<file path="src/rtl/fp_shift_pkg.sv">
// Shared definitions for the FP mantissa shift pipeline.
// Mode encodings and shift direction.
package fp_shift_pkg;

  localparam logic [1:0] SHM_LEFT  = 2'b00;
  localparam logic [1:0] SHM_RIGHT = 2'b01;
  localparam logic [1:0] SHM_NORM  = 2'b10;
  localparam logic [1:0] SHM_PASS  = 2'b11;

  typedef enum logic {
    DIR_LEFT  = 1'b0,
    DIR_RIGHT = 1'b1
  } shdir_e;

endpackage

</file>
<file path="src/rtl/fp_lzc.sv">
// Combinational leading-zero counter.
// All-zero input reports cnt 0 with zero set.
module fp_lzc #(
  parameter  int WIDTH = 24,
  localparam int SHW   = $clog2(WIDTH)
) (
  input  logic [WIDTH-1:0] data_i,
  output logic [SHW-1:0]   cnt_o,
  output logic             zero_o
);

  // Ascending scan: the last hit is the highest set bit.
  always_comb begin
    cnt_o  = '0;
    zero_o = 1'b1;
    for (int i = 0; i < WIDTH; i++) begin
      if (data_i[i]) begin
        cnt_o  = SHW'(WIDTH - 1 - i);
        zero_o = 1'b0;
      end
    end
  end

endmodule

</file>
<file path="src/rtl/fp_norm_shift_pipe.sv">
// Pipelined mantissa shifter: left, right+sticky,
// normalise or pass-through, with optional level registers.
module fp_norm_shift_pipe
  import fp_shift_pkg::*;
#(
  parameter  int          WIDTH    = 24,
  parameter  int          TAG_W    = 8,
  parameter  logic [31:0] REG_MASK = 32'b00100,
  localparam int          SHW      = $clog2(WIDTH)
) (
  input  logic             clk,
  input  logic             rst_n,
  input  logic             in_valid,
  output logic             in_ready,
  input  logic [1:0]       in_mode,
  input  logic [WIDTH-1:0] in_data,
  input  logic [SHW-1:0]   in_amt,
  input  logic [TAG_W-1:0] in_tag,
  output logic             out_valid,
  input  logic             out_ready,
  output logic [WIDTH-1:0] out_data,
  output logic [SHW-1:0]   out_amt,
  output logic             out_sticky,
  output logic             out_zero,
  output logic [TAG_W-1:0] out_tag
);

  typedef struct packed {
    logic             valid;
    logic [WIDTH-1:0] data;
    logic [SHW-1:0]   amt;
    shdir_e           dir;
    logic             sticky;
    logic             zero;
    logic [TAG_W-1:0] tag;
  } stage_t;

  logic           adv;
  logic [SHW-1:0] lz_cnt;
  logic           lz_zero;
  stage_t         s0_d;
  stage_t         s0_q;
  stage_t         stg [SHW+1];

  assign adv      = !out_valid || out_ready;
  assign in_ready = adv;

  fp_lzc #(.WIDTH(WIDTH)) u_lzc (
    .data_i (in_data),
    .cnt_o  (lz_cnt),
    .zero_o (lz_zero)
  );

  always_comb begin
    s0_d        = '0;
    s0_d.valid  = in_valid;
    s0_d.data   = in_data;
    s0_d.zero   = lz_zero;
    s0_d.tag    = in_tag;
    s0_d.dir    = DIR_LEFT;
    unique case (in_mode)
      SHM_LEFT:  s0_d.amt = in_amt;
      SHM_RIGHT: begin
        s0_d.amt = in_amt;
        s0_d.dir = DIR_RIGHT;
      end
      SHM_NORM:  s0_d.amt = lz_cnt;
      default:   s0_d.amt = '0;
    endcase
    if (lz_zero) begin
      s0_d.amt  = '0;
      s0_d.data = '0;
    end
  end

  always_ff @(posedge clk or negedge rst_n) begin
    if (!rst_n) begin
      s0_q <= '0;
    end else if (adv) begin
      s0_q <= s0_d;
    end
  end

  assign stg[0] = s0_q;

  for (genvar i = 0; i < SHW; i++) begin : g_lvl
    localparam int SH = 1 << (SHW - 1 - i);
    localparam logic [WIDTH-1:0] LOMASK =
      {WIDTH{1'b1}} >> (WIDTH - SH);
    stage_t lvl_d;

    always_comb begin
      lvl_d = stg[i];
      if (stg[i].amt[SHW-1-i]) begin
        if (stg[i].dir == DIR_RIGHT) begin
          lvl_d.data   = stg[i].data >> SH;
          lvl_d.sticky = stg[i].sticky
                       | (|(stg[i].data & LOMASK));
        end else begin
          lvl_d.data = stg[i].data << SH;
        end
      end
    end

    if (REG_MASK[i]) begin : g_reg
      stage_t lvl_q;
      always_ff @(posedge clk or negedge rst_n) begin
        if (!rst_n) begin
          lvl_q <= '0;
        end else if (adv) begin
          lvl_q <= lvl_d;
        end
      end
      assign stg[i+1] = lvl_q;
    end else begin : g_comb
      assign stg[i+1] = lvl_d;
    end
  end

  assign out_valid  = stg[SHW].valid;
  assign out_data   = stg[SHW].data;
  assign out_amt    = stg[SHW].amt;
  assign out_sticky = stg[SHW].sticky;
  assign out_zero   = stg[SHW].zero;
  assign out_tag    = stg[SHW].tag;

endmodule
</file>
<file path="config.mk">
export PLATFORM = sky130hd
export DESIGN_NAME = fp_norm_shift_pipe
export DESIGN_NICKNAME = d
export VERILOG_FILES = /design/src/rtl/fp_shift_pkg.sv /design/src/rtl/fp_lzc.sv /design/src/rtl/fp_norm_shift_pipe.sv
export SDC_FILE = /design/constraint.sdc
export NUM_CORES = 1
export LEC_CHECK = 0
export ABC_AREA = 1
export BUFFER_PORTS_ARGS = -buffer_cell sky130_fd_sc_hd__clkbuf_2
export CAP_MARGIN = 25
export CORE_MARGIN = 3
export CORE_UTILIZATION = 40
export CTS_CLUSTER_DIAMETER = 100
export CTS_CLUSTER_SIZE = 12
export DETAILED_ROUTE_END_ITERATION = 10
export GPL_TIMING_DRIVEN = 0
export PLACE_DENSITY = 0.57
export SETUP_SLACK_MARGIN = 0.5
export SLEW_MARGIN = 20
export SYNTH_ARGS = -nofsm -noshare
export SYNTH_HDL_FRONTEND = slang
export SYNTH_HIERARCHICAL = 1
export SYNTH_SLANG_ARGS = --single-unit
</file>
<file path="constraint.sdc">
create_clock -name clk -period 2.4 [get_ports clk]
set_input_delay 0.24 -clock clk [delete_from_list [all_inputs] [get_ports clk]]
set_output_delay 0.24 -clock clk [all_outputs]
set_load 0.005 [all_outputs]
</file>
==> impl_metrics.csv, run 1 <==
group,metric,value,unit
synthesis,synth.avg_cell_area,6.68,um^2
sta,period_minus_slack,2.02,ns
cts,clkTransAtPathRegs,0.06,ns
global_route,grt_overflow,0,
die,fp.dieW,122,um
global_route,grt_antenna_before_repair,0,
final_layout,nets,953,
run_status,status,"completed",
detailed_routing,via_per_inst,5.36,
detailed_routing,first_pass_iters,5,
worst_setup_path,cp-endpoint,"out_data[19]",
cts,clk_latency,0.35,ns
synthesis,yosys.cell_types.count,40,
global_route,grtUsageTotal,25.4,%
die,initial_core_util,41.7,%
worst_setup_path,worstSetupStartpoint,"out_amt[1]",
cts,cts_sinks,81,
place,hpwl,14300,um
place,placed_area,6020,um^2
worst_setup_path,reg2reg_slack,0.67,ns
cts,htreeDepth,3,
detailed_routing,wl_per_cell,17.3,um
sta,worstMarginPinSlew,0.774,ns
worst_setup_path,cp.arrival,1.78,ns
die,placement_rows,41,
worst_setup_path,crit_path_max_incr_delay,0.43,ns
power_and_ir_drop,ir_worst_vdd,0.320,mV
cts,tritoncts,"built",
final_layout,area_growth,32.1,%
worst_setup_path,worstRegToRegCells,6,
sta,min_period_over_period,84.1,%
sta,drv_slew,0,
detailed_routing,wl,18800,um
synthesis,yosys_warnings,6,
sta,clock.fmax,0.496,GHz
place,port_buffers,83,
worst_setup_path,crit_fanout,7,
min_path,holdCritPathClass,"input pin to flop",
place,routabilityCongestion,0.895,
cts,clockBufferDepth,2,
final_layout,final_cell_mix,"272 x nand2_1, 95 x inv_1, 79 x dfrtp_1",
final_layout,antenna_cells,0,
detailed_routing,drc,0,
sta,finalHoldViolCount,0,
worst_setup_path,crit_type,"flop to output pin",
sta,timing.slew.headroom,48.2,%
global_route,first_global_vias,5594,
job,cap_viol_max_count,0,
die,die-area,14800,um^2
final_layout,layout_commonest_cell,"nand2_1",
global_route,grt_max_degree,45,
detailed_routing,dr_total_vias,5828,
cts,cts_made_buffers,9,
synthesis,syn_inst,804,
sta,tns,0,ns
die,ios,84,
min_path,holdPathStages,3,
detailed_routing,drt_iter0_markers,401,
worst_setup_path,cp_slowest_cell,"dfrtp_2",
synthesis,synth-seq-cells,81,
final_layout,finalInstanceArea,7090,um^2
worst_setup_path,crit_chain,"buf_8, nand2_8, o221ai_1, nand2_1, nand3_1, clkbuf_2",
synthesis,synth_area,5370,um^2
final_layout,layout-drive-gt1-share,23.0,%
power_and_ir_drop,powerDensity,800,nW/um^2
sta,finalSetupViolCount,0,
global_route,grt_pass1_wl,29300,um
worst_setup_path,start_kind,"flop",
synthesis,synth_nets,847,
sta,skew,0.00842,ns
cts,cts_root_buffer,"clkbuf_16",
worst_setup_path,endpoint_kind,"output pin",
worst_setup_path,required,2.16,ns
die,design.core.area,12900,um^2
worst_setup_path,r2r-end,"g_lvl[0].lvl_d[40]",
worst_setup_path,reg2reg_from,"out_valid",
sta,rsz0062_at_grt,"yes",
power_and_ir_drop,leakagePower,3.54,nW
synthesis,seq_area_frac_synth,37.8,%
detailed_routing,ant_nets,0,
die,dieHeight,122,um
[where the power goes]
group	leakage [nW]	internal, mW	switching (mW)
registers	0.992	1.61	0.212
logic	2.40	0.968	1.45
clock network	0.152	0.867	0.571
total	3.54	3.44	2.23
[synth_stat cells (all sizes together)]
library cell	count	area share (%)
a211oi	1	0.14
a21boi	1	0.14
a21oi	22	2.1
a22o	3	0.49
a22oi	6	0.84
a311oi	1	0.16
a31oi	7	0.82
a32oi	1	0.16
a41oi	1	0.16
buf	37	4.9
clkbuf	17	1.2
dfrtp	81	38
inv	103	7.3
nand2	292	20
nand3	35	3.3
nand4	9	1.0
nor2	47	3.6
nor3	3	0.28
nor3b	1	0.14
nor4	2	0.23
o211ai	11	1.5
o21a	1	0.14
o21ai	88	8.2
o21bai	2	0.28
o221ai	19	3.1
o22ai	10	1.2
o311ai	1	0.16
o31ai	1	0.14
or2	1	0.12
[sequential cells by signal, indices dropped and copies added (netlist names)]
name	cells
out_amt	5
out_tag	8
g_lvl.lvl_d	16
g_lvl.g_reg.lvl_q	26
s0_q	24
out_valid	1
out_zero	1
[what timing repair did]
item | CTS | global route
endpoints found under the setup margin | 26 | 26
hold endpoints to repair | 37 | 0
pin swaps | 9 | 20
buffers inserted | 7 | 0
gates resized for setup | 76 | 54
hold buffers | 1 | 0
cloned | 1 | 2
[area by class of cell]
cell class / count / area (um^2)
fill: 1235 / 5780
timing repair buffer: 95 / 594
clock buffer: 11 / 253
inverter: 103 / 397
clock inverter: 5 / 63.8
buffer: 54 / 420
sequential: 81 / 2030
tap: 172 / 215
multi-input combinational: 566 / 3120
[logic make-up (layout without fill, tap and decap cells)]
family	after synthesis	after routing	share of synthesized area, %
compound gates	176	176	19.8
buf+inv	157	268	13.4
flops	81	81	37.8
simple gates	390	390	29.1
[metrics by stage]
stage                     hold WS [ns]  power [mW]  std cells  utilization (%)  setup WS, ns
after floorplan                -0.0556        2.94        804                -         0.781
after global placement           0.427        3.64       1059             46.6         0.332
after detailed placement         0.275        3.67       1060             46.8         0.402
after CTS                       0.0879        5.49       1085             53.3         0.432
after global routing             0.103        6.03       1087             55.1         0.352
final                           0.0930        5.68       1087             55.1         0.382
[worst min-delay path by stage]
| stage | start | endpoint | slack (ns) |
|---|---|---|---|
| finish | in_tag[4] | g_lvl[0].lvl_d[4] | 0.09 |
| global route | in_tag[4] | g_lvl[0].lvl_d[4] | 0.10 |
| CTS | in_tag[7] | g_lvl[0].lvl_d[7] | 0.09 |
| detailed placement | rst_n | g_lvl[0].lvl_d[11] | 0.28 |
| global placement | g_lvl[0].lvl_d[40] | out_valid | 0.43 |
| floorplan | rst_n | g_lvl[0].lvl_d[0] | -0.06 |
[worst max-delay path: cells and delay by family, from the launching register on]
kind,cells,cell delay [ns]
flops,1,0.43
simple gates,3,0.37
compound gates,1,0.34
buf+inv,2,0.28
[routing by layer]
layer  track usage [%]  vias to the layer above  routed length [um]
met5                 0                        -                   0
met3              3.44                       62                 912
li1                  -                     2827                   -
met2              43.0                      238                8900
met4              12.3                        0                 842
met1              32.2                     2701                8100
(Power assumes the default switching activity.)
==> run 2, diff against run 1 <==
PLACE_DENSITY = 0.59   (was 0.57)
clock period = 1.7 ns   (was 2.4 ns; I/O delays follow)
==> run 2 against run 1 <==
Compared with the run above:
- the run now ends with setup timing left
- via count is 9.0% higher
- wire length is 17% higher
- sequential power is 44% higher
- final cell count is 7.5% higher
- largest power group unchanged
==> impl_metrics.csv, run 2 (synthesized netlist as in run 1, its figures left out) <==
group,metric,value,unit
power_and_ir_drop,p_total,9.74,mW
die,die-area,14800,um^2
sta,worst_slack,-0.173,ns
final_layout,area.sequential,2030,um^2
die,design.core.area,12900,um^2
power_and_ir_drop,leakagePower,4.65,nW
detailed_routing,wl,22000,um
detailed_routing,first_pass_iters,5,
worst_setup_path,crit_type,"flop to output pin",
place,routabilityCongestion,0.939,
worst_setup_path,crit_path_max_incr_delay,0.44,ns
run_status,status,"complete, but fails checks",
final_layout,area_growth,83.1,%
global_route,grt_overflow,0,
detailed_routing,dr.max_layer_used,"met4",
power_and_ir_drop,ir_worst_vdd,0.552,mV
detailed_routing,met1_length,8650,um
final_layout,antenna_cells,0,
cts,htreeDepth,3,
sta,finalHoldViolCount,0,
sta,period_minus_slack,1.87,ns
global_route,grt_antenna_before_repair,0,
worst_setup_path,endpoint_kind,"output pin",
cts,clk_latency,0.36,ns
sta,timing.slew.headroom,61.0,%
final_layout,largest_register_ffs,26,
final_layout,nets,1035,
cts,cts_root_buffer,"clkbuf_16",
sta,min_period_over_period,110,%
sta,clock.fmax,0.534,GHz
min_path,holdCritPathClass,"input pin to flop",
final_layout,multi_input_area,4380,um^2
place,hpwl,14300,um
place,port_buffers,83,
cts,clkTransAtPathRegs,0.07,ns
die,placement_rows,41,
final_layout,layout_commonest_cell,"nand2_1",
sta,drv_slew,0,
detailed_routing,route.met2.wl,11200,um
detailed_routing,wl_met3,840,um
die,fp.dieW,122,um
global_route,grt_max_degree,42,
global_route,grtUsageTotal,28.0,%
worst_setup_path,cp_slowest_cell,"dfrtp_2",
worst_setup_path,required,1.53,ns
cts,cts_made_buffers,9,
run_status,violations,"setup timing",
global_route,grt_pass1_wl,31900,um
sta,skew,0.0113,ns
detailed_routing,ant_nets,0,
global_route,first_global_vias,5996,
worst_setup_path,crit_fanout,8,
detailed_routing,via_per_inst,5.43,
die,dieHeight,122,um
cts,cts_sinks,81,
final_layout,nFillCells,878,
worst_setup_path,start_kind,"flop",
detailed_routing,drc,0,
sta,rsz0062_at_grt,"yes",
detailed_routing,drt_iter0_markers,360,
job,cap_viol_max_count,0,
final_layout,final_cell_mix,"171 x nand2_1, 85 x inv_1, 75 x dfrtp_1",
worst_setup_path,cp.arrival,1.70,ns
sta,finalSetupViolCount,25,
worst_setup_path,crit_chain,"buf_6, nand2_8, clkinv_8, buf_8, nand2_2, o221ai_4, nand2_1, nand3_1, clkbuf_2",
sta,worstMarginPinSlew,0.585,ns
final_layout,largest-register,"g_lvl.g_reg.lvl_q",
die,ios,84,
detailed_routing,wl_per_cell,18.8,um
power_and_ir_drop,powerDensity,991,nW/um^2
final_layout,post-route-util,76.4,%
die,initial_core_util,41.7,%
final_layout,layout-drive-gt1-share,54.7,%
detailed_routing,dr_total_vias,6353,
cts,tritoncts,"built",
cts,clockBufferDepth,2,
## run 2: area by class of cell
type | count | share of cell area, %
buffer | 54 | 7.27
clock buffer | 9 | 2.29
clock inverter | 7 | 0.878
inverter | 103 | 4.45
multi-input combinational | 566 | 44.5
sequential | 81 | 20.7
tap | 172 | 2.19
timing repair buffer | 176 | 17.6
timing repair inverter | 1 | 0.0891
## run 2: path summary, 6_finish.rpt
check	start	to	slack, ns	cells past startpoint
worst max-delay path	out_amt[1]	out_data[16]	-0.17	9
worst min-delay path	in_tag[6]	g_lvl[0].lvl_d[6]	0.03	3
worst max register to register	g_lvl[0].lvl_d[15]	g_lvl[2].g_reg.lvl_q[24]	0.06	9
worst min register to register	out_tag[7]	out_tag[7]	0.48	2
max in group asynchronous	rst_n	g_lvl[2].g_reg.lvl_q[21]	0.69	3
min in group asynchronous	rst_n	g_lvl[0].lvl_d[11]	0.38	2
## run 2: timing repair
item | in CTS | in global routing
endpoints found under the hold margin | 40 | 0
hold buffers | 1 | 0
gates cloned | 16 | 6
gates resized for setup | 284 | 309
setup endpoints to repair | 109 | 109
pin swaps | 90 | 130
setup buffers | 46 | 24
## run 2: worst max-delay path, delay by kind of cell, from the launching register on
family          cells  cell delay [ns]
simple gates        4             0.32
compound gates      1             0.11
flops               1             0.44
buf+inv             4             0.47
## run 2: metal layers
metal	track usage [%]	vias to the layer above
li1	-	3011
met3	2.92	78
met1	34.0	3016
met2	48.8	248
met4	14.9	0
met5	0	-
## run 2: through the flow
step / std cells / TNS [ns] / hold slack (ns) / area, um^2 / setup WS [ns]
5_1_grt: 1169 / -4.87 / 0.0307 / 9830 / -0.236
6_report: 1169 / -3.26 / 0.0258 / 9830 / -0.173
3_5_place_dp: 1060 / -0.239 / 0.221 / 6490 / -0.170
3_3_place_gp: 1059 / -23.97 / 0.368 / 6470 / -0.300
2_1_floorplan: 804 / 0 / -0.126 / 5840 / 0.201
4_1_cts: 1139 / -2.55 / 0.0162 / 8430 / -0.145
## run 2: where the power goes
group | internal [mW] | switching, mW
logic | 2.35 | 2.72
registers | 2.27 | 0.352
clock network | 1.17 | 0.883
==> run 3, diff against run 2 <==
SYNTH_HIERARCHICAL = unset   (was 1)
==> run 3 against run 2 <==
Compared with the run above:
- the run still ends with setup timing left
- highest routed layer unchanged
- core utilization increased by 1.1 points
- via count down 0.87%
- critical path type unchanged
- final cell count shrank 7.1%
- largest power group unchanged
==> impl_metrics.csv, run 3 <==
group,metric,value,unit
run_status,status,"complete, but fails checks",
run_status,violations,"setup timing",
global_route,grt_overflow,0,
final_layout,layout-drive-gt1-share,59.5,%
power_and_ir_drop,p_total,9.71,mW
synthesis,ys.flop_type,"dfrtp_1",
synthesis,yosys_warnings,0,
power_and_ir_drop,leakagePower,4.38,nW
worst_setup_path,required,1.53,ns
power_and_ir_drop,power.share.combinational,52.9,%
worst_setup_path,start_kind,"flop",
global_route,grtUsageTotal,29.4,%
place,place_ws,-0.236,ns
min_path,holdCritPathClass,"input pin to flop",
cts,cts_root_buffer,"clkbuf_16",
final_layout,finalNonFillerCells,1086,
sta,worstMarginPinSlew,0.652,ns
sta,drv_slew,0,
synthesis,synth_nets,768,
cts,clockBufferDepth,2,
global_route,grt_pass1_wl,33100,um
synthesis,synth_area,5170,um^2
synthesis,yosys.area.top_type,"dfrtp_1",
die,ios,84,
worst_setup_path,crit_fanout,6,
worst_setup_path,cp.arrival,1.88,ns
sta,skew,0.0107,ns
detailed_routing,via_per_inst,5.80,
power_and_ir_drop,p_int,5.62,mW
cts,clk_latency,0.36,ns
sta,rsz0062_at_grt,"yes",
sta,period_minus_slack,2.05,ns
sta,finalSetupViolCount,47,
synthesis,synth_common_cells,"208 x nand2_1, 81 x dfrtp_1, 81 x inv_1",
power_and_ir_drop,ir_worst_vdd,0.725,mV
power_and_ir_drop,p_sw,4.09,mW
final_layout,antenna_cells,0,
synthesis,synth_top_area_share,39.2,%
global_route,grt_max_degree,43,
synthesis,synth-edff-count,0,
worst_setup_path,endpoint_kind,"output pin",
synthesis,synth-seq-cells,81,
power_and_ir_drop,seqPwrFrac,27.9,%
final_layout,layout_commonest_cell,"nand2_1",
detailed_routing,drt_iter0_markers,624,
detailed_routing,drc,0,
place,hpwl,14400,um
synthesis,ys_top_cells_by_area,"dfrtp_1 39%, nand2_1 15%, inv_1 5.9%",
detailed_routing,wl_per_cell,21.5,um
synthesis,yosys.cell_types.count,33,
synthesis,seq_area_frac_synth,39.2,%
synthesis,async_reset_ff_share,100,%
power_and_ir_drop,powerDensity,1020,nW/um^2
final_layout,largest-register,"g_lvl.g_reg.lvl_q",
synthesis,synth.avg_cell_area,7.14,um^2
power_and_ir_drop,swShare,42.1,%
place,routabilityCongestion,0.902,
detailed_routing,ant_nets,0,
die,die-area,14300,um^2
die,fp.dieW,120,um
detailed_routing,wl,23300,um
sta,clock.fmax,0.487,GHz
worst_setup_path,crit_type,"flop to output pin",
cts,cts_made_buffers,9,
die,placement_rows,40,
cts,clkTransAtPathRegs,0.07,ns
global_route,grt_antenna_before_repair,0,
job,cap_viol_max_count,0,
worst_setup_path,worstRegToRegCells,6,
sta,min_period_over_period,121,%
synthesis,syn_inst,725,
cts,htreeDepth,3,
sta,worst_slack,-0.352,ns
die,dieHeight,120,um
detailed_routing,first_pass_iters,6,
die,design.core.area,12300,um^2
final_layout,area_growth,84.4,%
die,initial_core_util,42.0,%
detailed_routing,dr_total_vias,6298,
min_path,holdPathStages,3,
final_layout,nets,957,
global_route,first_global_vias,6026,
power_and_ir_drop,clkPwrFrac,19.2,%
cts,cts_sinks,81,
final_layout,final_cell_mix,"116 x nand2_1, 77 x dfrtp_1, 72 x inv_1",
place,place_inst,977,
place,port_buffers,83,
final_layout,largest_register_ffs,26,
sta,timing.slew.headroom,56.5,%
synthesis,yosysMostFrequentCell,"nand2_1",
sta,finalHoldViolCount,0,
cts,tritoncts,"built",
final_layout,post-route-util,77.5,%
run 3: final timing paths:
path | to | start | slack (ns)
setup / recovery | out_data[4] | g_lvl[2].g_reg.lvl_q[10] | -0.35
hold / removal | g_lvl[0].lvl_d[0] | in_tag[0] | 0.01
setup reg to reg | g_lvl[2].g_reg.lvl_q[9] | s0_q[18] | -0.28
hold reg to reg | out_tag[4] | out_tag[4] | 0.49
max in group asynchronous | out_amt[0] | rst_n | 0.67
min in group asynchronous | s0_q[21] | rst_n | 0.37
run 3: critical path, cell delays in order (launching register included):
cell and delay (ns):
dfrtp_2 0.52, buf_4 0.19, nor2_4 0.26, nand2_2 0.10, o221ai_2 0.11, nand2_1 0.09, o211ai_1 0.11, buf_2 0.15
run 3: timing repair:
item,CTS,global route
cloned,9,9
gates resized for setup,285,242
hold buffers,1,0
setup endpoints to repair,108,110
pin swaps,62,80
hold endpoints to repair,41,0
buffers inserted,40,35
run 3: stage by stage:
step | hold slack (ns) | setup TNS (ns) | cell area (um^2)
floorplan | -0.126 | 0 | 5740
global placement | 0.368 | -32.55 | 6370
detailed placement | 0.237 | -2.47 | 6390
CTS | 0.0119 | -6.85 | 8250
global route | 0.0213 | -12.13 | 9540
finish | 0.0110 | -9.52 | 9540
run 3: logic make-up after synthesis:
| logic type | share of synthesized area, % |
|---|---|
| compound gates | 26.1 |
| buf+inv | 13.8 |
| flops | 39.2 |
| simple gates | 21.0 |
run 3: layout make-up:
| cell class | instances | area [um^2] |
|---|---|---|
| clock inverter | 6 | 42.5 |
| multi-input combinational | 488 | 4170 |
| timing repair inverter | 1 | 8.76 |
| clock buffer | 9 | 225 |
| buffer | 53 | 758 |
| fill | 806 | 2770 |
| inverter | 104 | 495 |
| sequential | 81 | 2030 |
| tap | 168 | 210 |
| timing repair buffer | 176 | 1600 |
run 3: power by group through the flow:
stage	sequential [mW]	clock (mW)	combinational (mW)
2_1_floorplan	2.52	0	2.19
3_3_place_gp	2.61	0	3.13
3_5_place_dp	2.61	0	3.16
4_1_cts	2.63	1.85	4.19
5_1_grt	2.75	1.96	5.43
6_report	2.71	1.87	5.14
run 3: routing by layer:
layer	GRT usage [%]	up-vias	routed length, um
li1	-	2843	-
met1	42.4	3122	9820
met2	45.5	298	11200
met3	5.33	35	1930
met4	7.80	0	367
met5	0	-	0
